===== src/rtl/capture_timer.sv =====
// 32-bit input-capture timer: timestamps or measures period/width of edges on capin.
// Optional glitch filter on the synchronized input is built when CAPTURE_FILTER_EN is defined.
module capture_timer #(
    parameter int SYNC_STAGES = 2,
    parameter int FILTER_LEN  = 4
) (
    input  logic        clkin,
    input  logic        resetn,
    input  logic        capin,
    input  logic        reg_cfg_we,
    input  logic [31:0] reg_cfg_di,
    output logic [31:0] reg_cfg_do,
    input  logic [3:0]  reg_cnt_we,
    input  logic [31:0] reg_cnt_di,
    output logic [31:0] reg_cnt_do,
    input  logic        reg_cap_rd,
    output logic [31:0] reg_cap_do,
    input  logic        reg_sts_we,
    input  logic [31:0] reg_sts_di,
    output logic [31:0] reg_sts_do,
    output logic        irq_out
);

    logic [SYNC_STAGES-1:0] sync_reg;
    logic                   level_prev_reg;
    logic                   synced;
    logic                   filt_level;

    logic [5:0]  cfg_reg, cfg_next;
    logic [31:0] cnt_reg, cnt_next, cnt_merged;
    logic [31:0] cap_reg;
    logic        cap_valid_reg, cap_valid_next;
    logic        overrun_reg, overrun_next;
    logic        cnt_ovf_reg, cnt_ovf_next;
    logic        irq_reg;

    logic enable, rise, fall, edge_det, cnt_written, cnt_wrap;

    wire unused_di = &{1'b0, reg_cfg_di[31:6], reg_sts_di[31:3]};

    assign synced = sync_reg[SYNC_STAGES-1];

    // Synchronizer and previous-level flop run regardless of enable so re-enabling never sees a stale edge.
    always_ff @(posedge clkin or negedge resetn) begin
        if (!resetn) begin
            sync_reg       <= '0;
            level_prev_reg <= 1'b0;
        end else begin
            sync_reg       <= {sync_reg[SYNC_STAGES-2:0], capin};
            level_prev_reg <= filt_level;
        end
    end

`ifdef CAPTURE_FILTER_EN
    localparam int FCW = $clog2(FILTER_LEN + 1);
    logic [FCW-1:0] filt_cnt_reg;
    logic           filt_level_reg;

    // Filtered level follows synced only after FILTER_LEN consecutive differing samples.
    always_ff @(posedge clkin or negedge resetn) begin
        if (!resetn) begin
            filt_cnt_reg   <= '0;
            filt_level_reg <= 1'b0;
        end else if (synced == filt_level_reg) begin
            filt_cnt_reg <= '0;
        end else if (filt_cnt_reg == FCW'(FILTER_LEN - 1)) begin
            filt_cnt_reg   <= '0;
            filt_level_reg <= synced;
        end else begin
            filt_cnt_reg <= filt_cnt_reg + 1'b1;
        end
    end

    assign filt_level = filt_level_reg;
`else
    assign filt_level = synced;
`endif

    assign enable   = cfg_reg[0];
    assign rise     = filt_level & ~level_prev_reg;
    assign fall     = ~filt_level & level_prev_reg;
    assign edge_det = enable & ((cfg_reg[1] & rise) | (cfg_reg[2] & fall));

    genvar gi;
    generate
        for (gi = 0; gi < 4; gi++) begin : g_cnt_byte
            assign cnt_merged[8*gi +: 8] = reg_cnt_we[gi] ? reg_cnt_di[8*gi +: 8]
                                                          : cnt_reg[8*gi +: 8];
        end
    endgenerate

    assign cnt_written = |reg_cnt_we;
    assign cnt_wrap    = enable & ~cnt_written & ~(edge_det & cfg_reg[4]) & (&cnt_reg);

    // Bus byte writes beat clear-on-capture, which beats the normal increment.
    always_comb begin
        cnt_next = cnt_reg;
        if (cnt_written)
            cnt_next = cnt_merged;
        else if (edge_det && cfg_reg[4])
            cnt_next = 32'd1;
        else if (enable)
            cnt_next = cnt_reg + 32'd1;
    end

    always_comb begin
        cfg_next = cfg_reg;
        if (edge_det && cfg_reg[5])
            cfg_next[0] = 1'b0;
        if (reg_cfg_we)
            cfg_next = reg_cfg_di[5:0];
    end

    // Set events take precedence over read/W1C clears in the same cycle.
    always_comb begin
        cap_valid_next = cap_valid_reg;
        overrun_next   = overrun_reg;
        cnt_ovf_next   = cnt_ovf_reg;
        if (reg_cap_rd || (reg_sts_we && reg_sts_di[0]))
            cap_valid_next = 1'b0;
        if (reg_sts_we && reg_sts_di[1])
            overrun_next = 1'b0;
        if (reg_sts_we && reg_sts_di[2])
            cnt_ovf_next = 1'b0;
        if (edge_det)
            cap_valid_next = 1'b1;
        if (edge_det && cap_valid_reg && !reg_cap_rd)
            overrun_next = 1'b1;
        if (cnt_wrap)
            cnt_ovf_next = 1'b1;
    end

    always_ff @(posedge clkin or negedge resetn) begin
        if (!resetn) begin
            cfg_reg       <= '0;
            cnt_reg       <= '0;
            cap_reg       <= '0;
            cap_valid_reg <= 1'b0;
            overrun_reg   <= 1'b0;
            cnt_ovf_reg   <= 1'b0;
            irq_reg       <= 1'b0;
        end else begin
            cfg_reg       <= cfg_next;
            cnt_reg       <= cnt_next;
            if (edge_det)
                cap_reg <= cnt_reg;
            cap_valid_reg <= cap_valid_next;
            overrun_reg   <= overrun_next;
            cnt_ovf_reg   <= cnt_ovf_next;
            irq_reg       <= cfg_reg[3] & (cap_valid_reg | overrun_reg | cnt_ovf_reg);
        end
    end

    assign reg_cfg_do = {26'd0, cfg_reg};
    assign reg_cnt_do = cnt_reg;
    assign reg_cap_do = cap_reg;
    assign reg_sts_do = {29'd0, cnt_ovf_reg, overrun_reg, cap_valid_reg};
    assign irq_out    = irq_reg;

endmodule


===== config.mk =====
export PLATFORM = sky130hd
export DESIGN_NAME = capture_timer
export DESIGN_NICKNAME = d
export VERILOG_FILES = /design/src/rtl/capture_timer.sv
export SDC_FILE = /design/constraint.sdc
export NUM_CORES = 1
export LEC_CHECK = 0
export CAP_MARGIN = 10
export CORE_ASPECT_RATIO = 0.5
export CORE_MARGIN = 5
export CORE_UTILIZATION = 40
export CTS_BUF_LIST = sky130_fd_sc_hd__clkbuf_8
export DETAILED_ROUTE_END_ITERATION = 8
export PLACE_DENSITY_LB_ADDON = 0.25
export REMOVE_ABC_BUFFERS = 1
export SLEW_MARGIN = 20
export SYNTH_ARGS = -nofsm -noshare
export SYNTH_HDL_FRONTEND = slang
export SYNTH_SLANG_ARGS = --single-unit

===== constraint.sdc =====
create_clock -name clkin -period 2.4 [get_ports clkin]
set_input_delay 0.48 -clock clkin [delete_from_list [all_inputs] [get_ports clkin]]
set_output_delay 0.48 -clock clkin [all_outputs]
set_load 0.005 [all_outputs]

-- Word-level counts from Yosys, hierarchy flattened
Index checks and enable logic that the tools add are counted.
- $lt $le $gt $ge: 0
- $mul: 0
- reductions and logical operators: 20
- eq/ne operators: 4
- shift-type cells: 0
- div/mod/pow operators: 0
- mux-type cells: 15
- add/sub/neg operators: 1
- bitwise logic cells: 17
- operator list (kind ; number):
    2-to-1 mux 32 bit ; 3
    adder 32 x 1 -> 32 bit, second input constant ; 1
    2-to-1 mux 8 bit ; 4
    AND reduction 32 bit ; 1
    bitwise AND 1 bit ; 10
    2-to-1 mux 1 bit ; 8
    inequality test 2 bit, second input constant ; 4
    AND reduction 2 bit ; 4
    nonzero test 2 bit ; 4
    logical AND 1 bit ; 7
    inverter 1 bit ; 4
    OR reduction 4 bit ; 1
    OR 1 bit ; 3
    nonzero test 3 bit ; 1
    zero test 1 bit ; 1
    logical OR 1 bit ; 1
- memories kept: 0
- word-level logic and storage cells: 70
- bits in read-only memories: 0
- memory bits (writable): 0
- output and inout bits: 129
- bits of input ports: 106
- latch bits: 0
- register bits: 77

-- Logic depth before layout (Yosys ltp)
Gate-level depths: netlist of run 1.
- depth after elaboration: 10
- depth in mapped cells: 8
- depth with buffers taken out: 6

-- Least setup slack after synthesis of run 1
Ideal clock, no wire load.
- kind: in2reg
- start point: input port reg_cnt_we[1]
- end point: register cnt_reg[22] (netlist: reg_cnt_do[22])
- required time: 2.313 ns
- slack: 0.205 ns
- data arrival time: 2.108 ns
- stages: 7
- cell sequence: buf_6 -> or4_1 -> buf_2 -> a21o_1 -> buf_6 -> or4_1 -> o211ai_1
- word-level cells in the longest chain between the ends: 3
- ends and longest elaborated chain (element ; line ; source):
    start: declaration ; 13 ; input logic [3:0] reg_cnt_we,
    OR reduction 4 bit (*) ; 92 ; assign cnt_written = |reg_cnt_we;
    inequality test 2 bit (no source line) / nonzero test 3 bit (equally long branches) ; n/a ;
    AND reduction 2 bit (no source line) ; n/a ;
    end signal: assignment ; 144 ; cnt_reg <= cnt_next;
    end: declaration ; 30 ; logic [31:0] cnt_reg, cnt_next, cnt_merged;
Every way passes the cells marked *; elsewhere a longest branch is shown, timed or not.
A chain may end at the register's enable or synchronous reset.

-- Worst setup path in the final report of run 1
- start point: input port reg_cnt_we[1]
- end point: register cnt_reg[18] (netlist: reg_cnt_do[18])
Same word-level chain as after synthesis.

==> results of run 1 <==
critical path: cells and delay by family:
kind	cells	cell delay (ps)
simple gates	2	910
compound gates	2	470
buf+inv	2	700
power by group through the flow:
stage	clock network [uW]	registers [uW]	logic, uW
detailed placement	0	1780	1240
floorplan	0	1800	366
CTS	1000	1750	1250
global placement	0	1760	1230
finish	969	1750	1230
global route	1060	1790	1330
layer usage:
| metal | part of all wire, % | up-vias | GRT usage, % |
|---|---|---|---|
| met1 | 44 | 1801 | 24.12 |
| met2 | 46 | 156 | 28.31 |
| met3 | 9.0 | 13 | 4.621 |
| met4 | 1.3 | 0 | 4.607 |
| met5 | 0 | - | 0 |
| li1 | - | 1737 | - |
worst paths after layout:
check | start | end | slack [ps] | cells after the start
max | reg_cnt_we[1] | reg_cnt_do[18]$_DFFE_PN0P_ | 130 | 6
max reg2reg | reg_cnt_do[7]$_DFFE_PN0P_ | reg_cnt_do[24]$_DFFE_PN0P_ | 250 | 6
min reg2reg | sync_reg[0]$_DFF_PN0_ | sync_reg[1]$_DFF_PN0_ | 350 | 0
max in group asynchronous | resetn | reg_cnt_do[20]$_DFFE_PN0P_ | 1670 | 2
min | resetn | reg_cap_do[5]$_DFFE_PN0P_ | 120 | 1
min in group clkin | sync_reg[0]$_DFF_PN0_ | sync_reg[1]$_DFF_PN0_ | 350 | 0
logic make-up after synthesis:
group	count (synthesis)
AOI/OAI and AO/OA	94
and+or+nand+nor	111
muxes	37
other	1
buffers and inverters	95
adders and majority gates	1
DFF	77
stage by stage:
| stage | total power [uW] | setup slack, ps | hold WS [ps] |
|---|---|---|---|
| after floorplan | 2166 | -2459 | 184.4 |
| after global placement | 2988 | -188.6 | 336.6 |
| after detailed placement | 3022 | -215.1 | 337.9 |
| after CTS | 4003 | 156.1 | 140.3 |
| after global routing | 4183 | 21.48 | 163.1 |
| final | 3945 | 127.7 | 124.4 |
placed cells by master, fill, tap and decap left out, types with 2 or more instances in the layout:
master                            Yosys  final
sky130_fd_sc_hd__a221o_1              7      7
sky130_fd_sc_hd__inv_1               13     14
sky130_fd_sc_hd__a22oi_1              8      8
sky130_fd_sc_hd__or3_1                3      3
sky130_fd_sc_hd__nand3b_1             2      2
sky130_fd_sc_hd__o211a_1              2      2
sky130_fd_sc_hd__clkbuf_8             0     10
sky130_fd_sc_hd__nand3_1             13     13
sky130_fd_sc_hd__or4_1                4      4
sky130_fd_sc_hd__nor4b_1              2      2
sky130_fd_sc_hd__a21oi_1             15     15
sky130_fd_sc_hd__a22o_1               4      4
sky130_fd_sc_hd__and2_1               2      2
sky130_fd_sc_hd__o211ai_1             5      5
sky130_fd_sc_hd__clkdlybuf4s50_1      0    123
sky130_fd_sc_hd__nand4_1             17     17
sky130_fd_sc_hd__nor4_1               7      7
sky130_fd_sc_hd__nand2_1             32     32
sky130_fd_sc_hd__o41ai_1              2      2
sky130_fd_sc_hd__nor3_1               7      7
sky130_fd_sc_hd__clkinv_2             0      4
sky130_fd_sc_hd__o31a_1               6      6
sky130_fd_sc_hd__o21ai_0             10     10
sky130_fd_sc_hd__a21o_1              10     10
sky130_fd_sc_hd__nor2b_1              2      2
sky130_fd_sc_hd__mux2_2              37     37
sky130_fd_sc_hd__and4_1               5      5
sky130_fd_sc_hd__buf_4               58     42
sky130_fd_sc_hd__conb_1               1     55
sky130_fd_sc_hd__o22ai_1             10     10
sky130_fd_sc_hd__o221ai_1             2      2
sky130_fd_sc_hd__buf_12               0      2
sky130_fd_sc_hd__and3_1               3      3
sky130_fd_sc_hd__nor2_1               9      9
sky130_fd_sc_hd__a32oi_1              2      2
sky130_fd_sc_hd__o311ai_0             2      2
sky130_fd_sc_hd__dfrtp_1             77     77
cell type report:
| cell class | count | share of cell area (%) |
|---|---|---|
| clock buffers | 10 | 2.342 |
| clock inverters | 6 | 0.9157 |
| inverters | 13 | 0.8305 |
| multi-input cells | 298 | 33.13 |
| flip-flops and latches | 77 | 32.79 |
| well taps | 140 | 2.981 |
| repair buffers | 167 | 27.00 |
==> impl_metrics.sql, run 1 <==
INSERT INTO impl_metrics (metric_group, metric, value, unit) VALUES
('timing', 'finalHoldViolations', '0', ''),
('power', 'power_frac_seq', '44.3', '%'),
('timing', 'final_max_slew_viol_count', '0', ''),
('yosys', 'yosys.area.top_type_share', '45.15', '%'),
('status', 'run_status', 'completed', ''),
('critical_path', 'critical-path-slowest-cell', 'sky130_fd_sc_hd__or4_1', ''),
('placed_design', 'number_of_buffer_cells_added_on_primary_ports', '124', ''),
('power', 'power.share.clock', '24.6', '%'),
('cts', 'cts-buffers-inserted', '9', ''),
('grt', 'grt_antenna_before_repair', '0', ''),
('grt', 'grt_start_max_net_pins', '44', ''),
('cts', 'cts_max_path_buffers', '2', ''),
('cts', 'clkSlewWorstSetupHoldPaths', '80', 'ps'),
('yosys', 'yosys.area_share.adder', '0.2932', '%'),
('critical_path', 'timing_worst_setup_path_type', 'in2reg', ''),
('yosys', 'yosysWarnings', '0', ''),
('critical_path', 'worst-endpoint-arrival', '2560', 'ps'),
('power', 'intPower', '2876', 'uW'),
('cts', 'post_cts_buffers', '0', ''),
('detailed_routing', 'via_per_inst', '5.214', ''),
('yosys', 'synthCells', '416', ''),
('placed_design', 'routabilityCongestion', '0.8243', ''),
('cts', 'clk_root_buffer_cell', 'sky130_fd_sc_hd__clkbuf_8', ''),
('hold_path', 'timing.hold.worst.class', 'in2async', ''),
('yosys', 'syn_area_per_cell', '10.26', 'um^2'),
('power', 'vdd_ir_drop_max', '0.0002636', 'V'),
('timing', 'setup_skew_after_layout', '8.320', 'ps'),
('die', 'die_area', '12960', 'um^2'),
('cells_and_area', 'post_layout_cell_count', '711', ''),
('grt', 'first_pass_grt_wire_length', '18.75', 'mm'),
('die', 'core_region_area', '10310', 'um^2'),
('cts', 'htreeDepth', '3', ''),
('yosys', 'synth_top_flop_cell', 'sky130_fd_sc_hd__dfrtp_1', ''),
('power', 'power_leakage', '0.002548', 'uW'),
('cells_and_area', 'fin_nets', '673', ''),
('yosys', 'synth_enable_flop_cells', '0', ''),
('die', 'die_w', '156.1', 'um'),
('yosys', 'yosys-mux-area-fraction', '9.763', '%'),
('yosys', 'synth_top_family_by_area', 'compound AO/OA/AOI/OAI gates', ''),
('die', 'rows', '26', ''),
('cts', 'tritoncts_num_sinks', '77', ''),
('yosys', 'synth_simple_gate_area_share', '14.22', '%'),
('yosys', 'synthesis.area', '4268', 'um^2'),
('grt', 'overflow', '0', ''),
('detailed_routing', 'post-route-drc-count', '0', ''),
('placed_design', 'dp_cells', '695', ''),
('die', 'dieHeight', '83.04', 'um'),
('detailed_routing', 'wire_per_inst', '16.36', 'um'),
('yosys', 'synth.ff_latch_count', '77', ''),
('timing', 'worst_slew_pin_slew', '598.8', 'ps'),
('placed_design', 'place.detailed.hpwl', '8.802', 'mm'),
('die', 'floorplan.initialDensity', '41.39', '%'),
('power', 'power.share.switching', '27.09', '%'),
('critical_path', 'worstSetupStartpointType', 'input pin', ''),
('yosys', 'ys_top_cells_by_area', 'sky130_fd_sc_hd__dfrtp_1 (45%), sky130_fd_sc_hd__buf_4 (10%), sky130_fd_sc_hd__mux2_2 (9.8%), sky130_fd_sc_hd__nand2_1 (2.8%), sky130_fd_sc_hd__nand4_1 (2.5%)', ''),
('yosys', 'synth-xor-area-share', '0', '%'),
('detailed_routing', 'antenna_violating_nets_post_route', '0', ''),
('detailed_routing', 'detailroute.via_count', '3707', ''),
('timing', 'final_period_minus_worst_setup_slack', '2272', 'ps'),
('yosys', 'most_repeated_cell_in_the_gate_level_netlist_after_synthesis', 'sky130_fd_sc_hd__dfrtp_1', ''),
('critical_path', 'worstPathRequired', '2690', 'ps'),
('power', 'power_switching', '1069', 'uW'),
('detailed_routing', 'first_pass_iters', '4', ''),
('timing', 'timing.final.crit_share', '94.68', '%'),
('timing', 'setup-tns-final', '0', 'ps'),
('cts', 'worst_skew_pair_latency', '350', 'ps'),
('yosys', 'synth-compound-area-share', '16.24', '%'),
('detailed_routing', 'first_iter_violations', '301', ''),
('cells_and_area', 'multi_input_gate_area_in_the_final_layout', '1947', 'um^2'),
('timing', 'report.final.setup_viol', '0', ''),
('critical_path', 'timing.critical_path.fanout_max', '13', '');
Power figures use the tool's default switching activity.
==> run 2, diff against run 1 <==
--- a/config.mk
+++ b/config.mk
@@ -10,9 +10,11 @@
 export CORE_MARGIN = 5
 export CORE_UTILIZATION = 40
 export CTS_BUF_LIST = sky130_fd_sc_hd__clkbuf_8
+export CTS_CLUSTER_SIZE = 30
 export DETAILED_ROUTE_END_ITERATION = 8
 export PLACE_DENSITY_LB_ADDON = 0.25
 export REMOVE_ABC_BUFFERS = 1
+export SKIP_CTS_REPAIR_TIMING = 1
 export SLEW_MARGIN = 20
 export SYNTH_ARGS = -nofsm -noshare
 export SYNTH_HDL_FRONTEND = slang
==> results of run 2 <==
No change in the layout: final DEF, timing and power equal those of run 1.
==> run 3, diff against run 2 <==
--- a/config.mk
+++ b/config.mk
@@ -5,7 +5,7 @@
 export SDC_FILE = /design/constraint.sdc
 export NUM_CORES = 1
 export LEC_CHECK = 0
-export CAP_MARGIN = 10
+export CAP_MARGIN = 20
 export CORE_ASPECT_RATIO = 0.5
 export CORE_MARGIN = 5
 export CORE_UTILIZATION = 40
==> results of run 3 <==
No change in the layout: final DEF, timing and power equal those of run 1.
